==> src/rtl/demux_pkg.sv <==
// demux_pkg: shared constants and state type for the 1-to-8 capture demux
package demux_pkg;
  localparam int NUM_LANES = 8;
  localparam int SEL_WIDTH = 3;
  localparam logic [NUM_LANES-1:0] MASK_FULL = '1;
  typedef enum logic {FILL, HOLD} state_e;
endpackage

==> src/rtl/demux_lane_decoder.sv <==
// demux_lane_decoder: sel_i -> one-hot lane write enable we_o, all zero unless en_i
module demux_lane_decoder
  import demux_pkg::*;
(
  input  logic [SEL_WIDTH-1:0] sel_i,
  input  logic                 en_i,
  output logic [NUM_LANES-1:0] we_o
);
  always_comb we_o = en_i ? NUM_LANES'(1) << sel_i : '0;
endmodule

==> src/rtl/demux_capture_8.sv <==
// demux_capture_8: steers serial samples into 8 lanes (select or auto pointer), releases full word via valid/ready
module demux_capture_8
  import demux_pkg::*;
(
  input  logic                 clk,
  input  logic                 rst_n,
  input  logic                 in,
  input  logic                 in_valid,
  output logic                 in_ready,
  input  logic [SEL_WIDTH-1:0] select,
  input  logic                 auto_mode,
  input  logic                 flush,
  output logic [NUM_LANES-1:0] out,
  output logic                 out_valid,
  input  logic                 out_ready,
  output logic [NUM_LANES-1:0] lane_mask,
  output logic [SEL_WIDTH-1:0] ptr
);
  state_e               state_q, state_d;
  logic                 in_ready_q;
  logic [NUM_LANES-1:0] out_q, out_d, mask_q, mask_d, we;
  logic [SEL_WIDTH-1:0] ptr_q, ptr_d, tgt;
  logic                 accept, rel;
  // in_ready_q is only ever high in FILL, so it alone qualifies an accept
  assign accept = in_valid && in_ready_q && !flush;
  assign tgt    = auto_mode ? ptr_q : select;
  assign rel    = state_q == HOLD && out_ready;
  demux_lane_decoder u_dec (.sel_i(tgt), .en_i(accept), .we_o(we));
  always_comb begin
    out_d   = out_q;
    mask_d  = mask_q;
    ptr_d   = ptr_q;
    state_d = state_q;
    if (flush || rel) begin
      mask_d  = '0;
      ptr_d   = '0;
      state_d = FILL;
    end else if (accept) begin
      out_d   = (out_q & ~we) | (in ? we : '0);
      mask_d  = mask_q | we;
      ptr_d   = auto_mode ? ptr_q + SEL_WIDTH'(1) : ptr_q;
      state_d = mask_d == MASK_FULL ? HOLD : FILL;
    end
  end
  always_ff @(posedge clk or negedge rst_n)
    if (!rst_n) begin
      state_q    <= FILL;
      in_ready_q <= 1'b0;
      out_q      <= '0;
      mask_q     <= '0;
      ptr_q      <= '0;
    end else begin
      state_q    <= state_d;
      in_ready_q <= state_d == FILL;
      out_q      <= out_d;
      mask_q     <= mask_d;
      ptr_q      <= ptr_d;
    end
  assign in_ready  = in_ready_q;
  assign out_valid = state_q == HOLD;
  assign out       = out_q;
  assign lane_mask = mask_q;
  assign ptr       = ptr_q;
endmodule

==> config.mk <==
export PLATFORM = sky130hd
export DESIGN_NAME = demux_capture_8
export DESIGN_NICKNAME = d
export VERILOG_FILES = /design/src/rtl/demux_pkg.sv /design/src/rtl/demux_lane_decoder.sv /design/src/rtl/demux_capture_8.sv
export SDC_FILE = /design/constraint.sdc
export NUM_CORES = 1
export LEC_CHECK = 0
export BUFFER_PORTS_ARGS = -buffer_cell sky130_fd_sc_hd__buf_2
export CAP_MARGIN = 20
export CORE_ASPECT_RATIO = 1.4
export CORE_UTILIZATION = 50
export CTS_CLUSTER_DIAMETER = 150
export CTS_CLUSTER_SIZE = 14
export DETAILED_ROUTE_END_ITERATION = 10
export GPL_TIMING_DRIVEN = 0
export PLACE_DENSITY_LB_ADDON = 0.1
export REMOVE_ABC_BUFFERS = 1
export SLEW_MARGIN = 10
export SYNTH_ARGS = -nofsm -noshare
export SYNTH_HDL_FRONTEND = slang
export SYNTH_SLANG_ARGS = --single-unit
==> constraint.sdc <==
create_clock -name clk -period 3.8 [get_ports clk]
set_input_delay 0.38 -clock clk [delete_from_list [all_inputs] [get_ports clk]]
set_output_delay 0.38 -clock clk [all_outputs]
set_load 0.02 [all_outputs]
# Yosys cells after proc, flatten, opt, wreduce, memory -nomap -nowiden
# Cells that the tools add are included.
# classes
addsub,1
mul,0
n_div,0
n_lt_le_gt_ge,0
n_eq_ne,1
n_shift,1
n_mux,11
bitwise_logic,6
reduce_logical,9
# ops
cell,count
8-bit two-way mux,4
8-bit bitwise OR,2
3-bit two-way mux,4
8-bit AND,1
"8-bit equality test, second input constant",1
8-bit NOT,1
"1-bit by 3-bit left shift with 8-bit output, first input constant",1
2-bit AND reduction,2
2-bit nonzero test,2
"3-bit by 1-bit adder with 3-bit output, second input constant",1
1-bit logical AND,3
1-bit two-way mux,3
1-bit NOT,2
1-bit logical NOT,1
1-bit logical OR,1
# word_totals
register_bits,21
latchBits,0
ram_bits,0
rom_bits,0
out_inout_bits,21
memories,0

# Logic depth before layout (Yosys ltp)
# Gate-level depths: netlist (run 1).
# logic_depth
depth_word,9
depth_mapped,6
mapped_depth_nobuf,5

# Cells and area by module
# Synthesis (run 1) repeated with hierarchy kept, for this count alone.
# hier_totals
hier_cells,88
hier_area_um2,1083.5
# by_module_without_submodules
mod,n_inst,cells_each,area_per_inst_um2,seq_area_each_um2
demux_capture_8,1,80,988.4,525.5
demux_lane_decoder,1,8,95.1,0.0

# Least setup slack after synthesis (run 1)
# Ideal clock, no wire load.
# synth_path
path_kind,flip-flop to flip-flop
startpoint,"register ptr_q[2], in the netlist ptr[2]"
endpoint,"register in_ready_q, in the netlist in_ready"
arrival_ns,1.918
t_required_ns,3.676
slack_ns,1.758
path_stages_with_launch,6
n_path_buf,0
period_less_slack_ns,2.042
cell_sequence,dfrtp_1 mux2i_2 nor3b_4 a21oi_2 or4_1 o31a_1
# synth_between
elab_chain_len,9
# synth_rtl
item,line,text
"start, declared",demux_capture_8.sv:22,"logic [SEL_WIDTH-1:0] ptr_q, ptr_d, tgt;"
"start signal, assigned",demux_capture_8.sv:57,ptr_q <= ptr_d;
3-bit two-way mux,demux_capture_8.sv:26,assign tgt = auto_mode ? ptr_q : select;
1-bit by 3-bit left shift with 8-bit output,demux_lane_decoder.sv:9,always_comb we_o = en_i ? NUM_LANES'(1) << sel_i : '0;
8-bit two-way mux,demux_lane_decoder.sv:9,
8-bit bitwise OR,demux_capture_8.sv:40,mask_d = mask_q | we;
8-bit equality test,demux_capture_8.sv:42,state_d = mask_d == MASK_FULL ? HOLD : FILL;
1-bit two-way mux,demux_capture_8.sv:42,
1-bit two-way mux,demux_capture_8.sv:38,end else if (accept) begin
1-bit two-way mux,demux_capture_8.sv:34,if (flush || rel) begin
1-bit NOT,demux_capture_8.sv:54,in_ready_q <= state_d == FILL;
"end signal, assigned",demux_capture_8.sv:48,in_ready_q <= 1'b0;
"end signal, assigned",demux_capture_8.sv:54,
"end, declared",demux_capture_8.sv:20,logic in_ready_q;
# Every way passes these cells.
# A chain may end at the register's enable or synchronous reset.

# Final worst setup path (run 1)
# Ends and elaborated chain as after synthesis.

==> results of run 1 <==
stage by stage:
stage	std cells	area [sq um]	hold slack (ps)	utilization [%]	setup WS, ps
global route	153	1250	47.8	63.3	1530
detailed placement	149	1220	355	62.0	1370
finish	153	1250	13.5	63.3	1600
CTS	153	1250	25.9	63.3	1620
global placement	149	1220	349	62.0	1410
floorplan	98	1050	84.4	-	1760
cell usage after synthesis:
| cell type | n |
|---|---|
| dfrtp_1 | 21 |
| nand2_1 | 16 |
| nor2_1 | 10 |
| mux2_2 | 8 |
| a21oi_1 | 5 |
| nand3_1 | 4 |
| a31oi_1 | 3 |
| and2_1 | 3 |
| inv_1 | 3 |
| a32o_1 | 2 |
| nand2b_1 | 2 |
| o32ai_2 | 2 |
| a21o_1 | 1 |
| a21oi_2 | 1 |
| a22oi_1 | 1 |
| and3b_1 | 1 |
| buf_2 | 1 |
| clkbuf_1 | 1 |
| ha_1 | 1 |
| mux2i_1 | 1 |
| mux2i_2 | 1 |
| nand3b_1 | 1 |
| nand4_1 | 1 |
| nor3_1 | 1 |
| nor3b_1 | 1 |
| nor3b_4 | 1 |
| nor4b_1 | 1 |
| o21ba_1 | 1 |
| o31a_1 | 1 |
| o31ai_1 | 1 |
| or4_1 | 1 |
| xnor2_1 | 1 |
| xor2_1 | 1 |
path summary, 6_finish.rpt:
path                               startpoint             endpoint  slack [ps]  depth (start not counted)
setup / recovery           ptr[2]$_DFFE_PN0P_   in_ready$_DFF_PN0_        1600                          5
hold / removal                          rst_n  out_valid$_DFF_PN0_          10                          1
setup reg to reg           ptr[2]$_DFFE_PN0P_   in_ready$_DFF_PN0_        1600                          5
hold reg to reg                     flip-flop            flip-flop         510                          1
max in group asynchronous               rst_n   ptr[0]$_DFFE_PN0P_        3470                          1
min in group clk                           in            flip-flop         410                          2
routing by layer:
layer / up-vias / global-route usage, %
li1: 420 / -
met1: 426 / 24.7
met2: 24 / 35.5
met3: 7 / 2.37
met4: 0 / 7.14
met5: - / 0
cell usage in the layout, fill, tap and decap left out:
master,n
buf_2,30
dfrtp_1,21
nand2_1,16
nor2_1,10
mux2_2,8
a21oi_1,5
nand3_1,4
a31oi_1,3
inv_1,3
and2_1,3
clkbuf_4,3
nand2b_1,2
o32ai_2,2
a32o_1,2
mux2i_2,1
nor3_1,1
nor3b_4,1
a21oi_2,1
and3b_1,1
o21ba_1,1
or4_1,1
nand3b_1,1
nor3b_1,1
nor4b_1,1
a22oi_1,1
o31ai_1,1
o31a_1,1
xnor2_1,1
a21o_1,1
nand4_1,1
xor2_1,1
mux2i_1,1
ha_1,1
clkbuf_1,1
critical path, cell delays in order (launching register included):
cell,delay (ps)
dfrtp_1,430
mux2i_2,280
nor3b_4,410
a21oi_2,100
or4_1,570
o31a_1,310
cell families after synthesis:
logic type,after synthesis,synth area share (%)
buf+inv,5,1.90
mux,10,10.8
flops,21,49.8
simple gates,43,20.8
fa+ha+maj,1,1.19
compound gates,18,13.9
xor+xnor,2,1.66
layout make-up:
type	instances	share of cell area, %
sequential	21	42.1
multi-input combinational	74	40.8
timing repair buffer	30	12.0
clock buffer	4	2.10
tap	21	2.10
inverter	3	0.902
report_power, final:
group | internal (mW) | switching (mW) | total [mW]
combinational | 0.0459 | 0.0710 | 0.117
clock | 0.0409 | 0.0631 | 0.104
sequential | 0.247 | 0.0128 | 0.260
total | 0.334 | 0.147 | 0.480
==> impl_metrics.tcl, run 1 <==
set metrics [dict create \
    status "finished clean" \
    seq_area_frac_synth_pct 49.8 \
    cts_tree "yes" \
    tightest_slew_ps 495 \
    core_sq_mm 0.00197 \
    hold_violations 0 \
    grt_max_degree 22 \
    drc_errors 0 \
    total_power_uw 480 \
    ir_drop_mv 0.296 \
    overflow 0 \
    fmax_mhz 454 \
    cts_buffer_depth 2 \
    finalCritPeriodShare_pct 58.0 \
    period_minus_slack_ps 2200 \
    critPathLaunchType "flip-flop" \
    cts_buffers 3 \
    portBuffers 30 \
    ys_ff_latch 21 \
    chipWidth_microns 40.8 \
    p_leak_nw 0.631 \
    fp.dieH_microns 56.3 \
    antenna_found_initial 0 \
    setup_viol 0 \
    synth.distinct_cells 33 \
    wire_per_inst_microns 14.3 \
    fin_nets 144 \
    synth_warnings 0 \
    grt_pass1_vias 815 \
    synth_top_area_cell "dfrtp_1" \
    setup_tns_ps 0 \
    required_ps 3990 \
    path_class "flip-flop to flip-flop" \
    syn_inst 100 \
    synth.avg_cell_area_sq_um 10.5 \
    firstDrtPassIters 4 \
    insertion_delay_ps 300 \
    dieArea_sq_mm 0.00230 \
    power_density_mw_per_mm2 385 \
    maxSlewViolCount 0 \
    synth_area_leaders "dfrtp_1, mux2_2, nand2_1, nor2_1, o32ai_2" \
    drive_above_1_share_pct 34.8 \
    cap_violations 0 \
    cts.clk_slew.worst_paths_ps 110 \
    clock_skew_ps 1.23 \
    grt_usage_pct 20.7 \
    wl_met3_microns 84 \
    syn_area_sq_mm 0.00105 \
    multi_input_area_sq_um 509 \
    dpl.hpwl_mm 1.71 \
    finalWirelength_mm 2.19 \
    crit_arrival_ps 2390 \
    maxSlewHeadroom_pct 67.0 \
    floorplan.initialDensity_pct 53.5 \
    grt_pass1_wl_mm 3.35 \
    cts_root_buf "clkbuf_4" \
    hold_path.class "primary input to asynchronous set/reset pin" \
    cts-hold-fix-buffers 0 \
    first_iter_violations 8 \
    cts_max_level 1 \
    regArea_sq_um 526 \
    routed.top_layer "met4" \
    ant_nets 0 \
    vias 877 \
    via_per_inst 5.73 \
    fillers 172 \
    globalplace.congestion 0.806 \
    critical_path.endpoint_type "flip-flop" \
    ios 31 \
    cts.sinks 21 \
    critPathMaxFanout 7 \
    antennaDiodeCount 0 \
    rsz0062_at_grt "no" \
    area_growth_pct 18.4 \
    routed-wl-met2_mm 1.17 \
    wirelength_met1_microns 888 \
    ctsResizeCount 0 \
    cts_setup_buffers 0 \
    fp-row-count 19 \
    post-synth-top-area-fraction_pct 49.8 \
]
(Power assumes the default switching activity.)
==> inputs of run 2 (changes only) <==
- ABC_AREA: unset -> 1
- CORE_UTILIZATION: 50 -> 45
- clock period: 3.8 -> 2 ns (I/O delays scaled with it)
==> impl_metrics.tcl, run 2 <==
set metrics [dict create \
    hold_path.class "primary input to flip-flop" \
    period_minus_slack_ps 1600 \
    synth_edf_count 0 \
    reg2reg_from "out_valid$_DFF_PN0_" \
    crit_start "out_valid$_DFF_PN0_" \
    fp.dieH_microns 60.3 \
    reg2regPathDepth 5 \
    setup_tns_ps 0 \
    first_iter_violations 17 \
    rsz0062_at_grt "no" \
    multi_input_area_sq_um 483 \
    synth-async-reset-ratio_pct 100 \
    firstDrtPassIters 7 \
    globalplace.congestion 0.794 \
    critPathLaunchType "flip-flop" \
    syn_inst 136 \
    wire_per_inst_microns 12.2 \
    ys_ff_latch 21 \
    fin_worst_hold_slack_ps 216 \
    core_sq_mm 0.00223 \
    final_cell_mix "nand2_1, buf_2, dfrtp_1" \
    tightest_slew_ps 473 \
    ctsResizeCount 0 \
    area_growth_pct 19.6 \
    maxSlewHeadroom_pct 68.5 \
    overflow 0 \
    fp-row-count 20 \
    cts_tree "yes" \
    maxSlewViolCount 0 \
    critPathMaxFanout 9 \
    path_class "flip-flop to flip-flop" \
    via_per_inst 5.04 \
    floorplan.initialDensity_pct 49.0 \
    dieArea_sq_mm 0.00263 \
    hold_violations 0 \
    cts_max_level 1 \
    cts.clk_slew.worst_paths_ps 110 \
    setup_viol 0 \
    synth_warnings 0 \
    clock_skew_ps 1.93 \
    synth_top_area_cell "dfrtp_1" \
    synth.avg_cell_area_sq_um 8.02 \
    cts_buffer_depth 2 \
    vias 972 \
    drc_errors 4 \
    status "complete, but fails checks" \
    fillers 222 \
    ant_nets 0 \
    antenna_found_initial 0 \
    seq_area_frac_synth_pct 48.2 \
    final_common_cell "nand2_1" \
    p_leak_nw 0.722 \
    grt_usage_pct 20.2 \
    fin_nets 183 \
    critical_path.endpoint_type "flip-flop" \
    ir_drop_mv 0.528 \
    post-synth-top-area-fraction_pct 48.2 \
    finalWirelength_mm 2.36 \
    dpl.hpwl_mm 1.86 \
    insertion_delay_ps 300 \
    rrSetupSlack_ps 400 \
    grt_max_degree 22 \
    power_density_mw_per_mm2 732 \
    synth_ff_type "dfrtp_1" \
    crit_slowest_cell "dfrtp_1" \
    grt_pass1_vias 952 \
    drive_above_1_share_pct 31.0 \
    grt_pass1_wl_mm 3.94 \
    cts_buffers 3 \
    antennaDiodeCount 0 \
    yosysMostFrequentCell "nand2_1" \
    synth_area_leaders "dfrtp_1, nand2_1, inv_1, nand2_2, nor2_4" \
    portBuffers 30 \
    fmax_mhz 625 \
    r2r_end "ptr[1]$_DFFE_PN0P_" \
    crit_chain "nand2_1 > inv_1 > nor2_4 > clkinv_1 > a211oi_1" \
    crit_arrival_ps 1820 \
    ios 31 \
    required_ps 2220 \
    cap_violations 0 \
    regArea_sq_um 526 \
    crit_path_end "ptr[1]$_DFFE_PN0P_" \
    cts_root_buf "clkbuf_4" \
    ys_top_cells_by_count "nand2_1, dfrtp_1, inv_1" \
    syn_area_sq_mm 0.00109 \
    synth.distinct_cells 16 \
    violations "DRC" \
    cpPeakStageDelay_ps 430 \
    finalCritPeriodShare_pct 80.0 \
    cts.sinks 21 \
    chipWidth_microns 43.6 \
]
==> run 2: cell type report <==
| type | count | area share (%) |
|---|---|---|
| clock buffers | 4 | 2.01 |
| inverters | 22 | 6.33 |
| multi-input cells | 93 | 37.0 |
| flip-flops and latches | 21 | 40.3 |
| well taps | 22 | 2.11 |
| repair buffers | 31 | 12.3 |
==> run 2: repair_timing <==
item,in CTS,in global routing
setup buffers,0,0
hold buffers,1,0
hold endpoints to repair,21,0
==> run 2: through the flow <==
step                      setup slack (ps)  area (sq um)  total power [mW]  utilization (%)  cells
after floorplan                        553          1090             0.672                -    136
after global placement                 455          1270             0.758             57.0    188
after detailed placement               406          1270             0.763             57.0    188
after CTS                              378          1310             0.969             58.6    193
after global routing                   214          1310              1.00             58.6    193
final                                  401          1310             0.955             58.6    193
==> run 2: critical path, delay by kind of cell (launching register included) <==
family,cells,cell delay (ps)
AND/OR/NAND/NOR,2,350
flip-flops,1,430
AO/OA/AOI/OAI,1,290
buffers and inverters,2,460
==> run 2: worst min path at each step <==
| stage | slack (ps) | depth (start not counted) | end | start |
|---|---|---|---|---|
| 6_report | 220 | 4 | ptr[2]$_DFFE_PN0P_ | flush |
| 5_1_grt | 240 | 3 | ptr[0]$_DFFE_PN0P_ | in_valid |
| 4_1_cts | 210 | 4 | ptr[2]$_DFFE_PN0P_ | flush |
| 3_5_place_dp | 200 | 1 | lane_mask[4]$_DFFE_PN0P_ | rst_n |
| 3_3_place_gp | 180 | 1 | ptr[2]$_DFFE_PN0P_ | rst_n |
| 2_1_floorplan | -100 | 0 | asynchronous set/reset pin | rst_n |
==> run 2: report_power, final <==
group	total (mW)	internal [mW]	leakage, nW	switching [mW]
Sequential	0.498	0.474	0.276	0.0248
Clock	0.202	0.0776	0.0150	0.124
Combinational	0.255	0.0854	0.431	0.170
==> run 2: layer usage <==
metal | share of wire (%) | vias to the layer above | track usage [%]
met5 | 0 | - | 0
met4 | 0.97 | 0 | 7.14
met3 | 2.7 | 4 | 2.42
met2 | 53 | 20 | 37.1
met1 | 43 | 453 | 23.6
li1 | - | 495 | -
==> run 2: logic make-up (layout without fill, tap and decap cells) <==
group | Yosys count | in the layout | synth area share (%)
adders and majority gates | 1 | 1 | 1.15
buffers and inverters | 22 | 57 | 7.57
and+or+nand+nor | 71 | 71 | 32.3
DFF | 21 | 21 | 48.2
AOI/OAI and AO/OA | 21 | 21 | 10.8
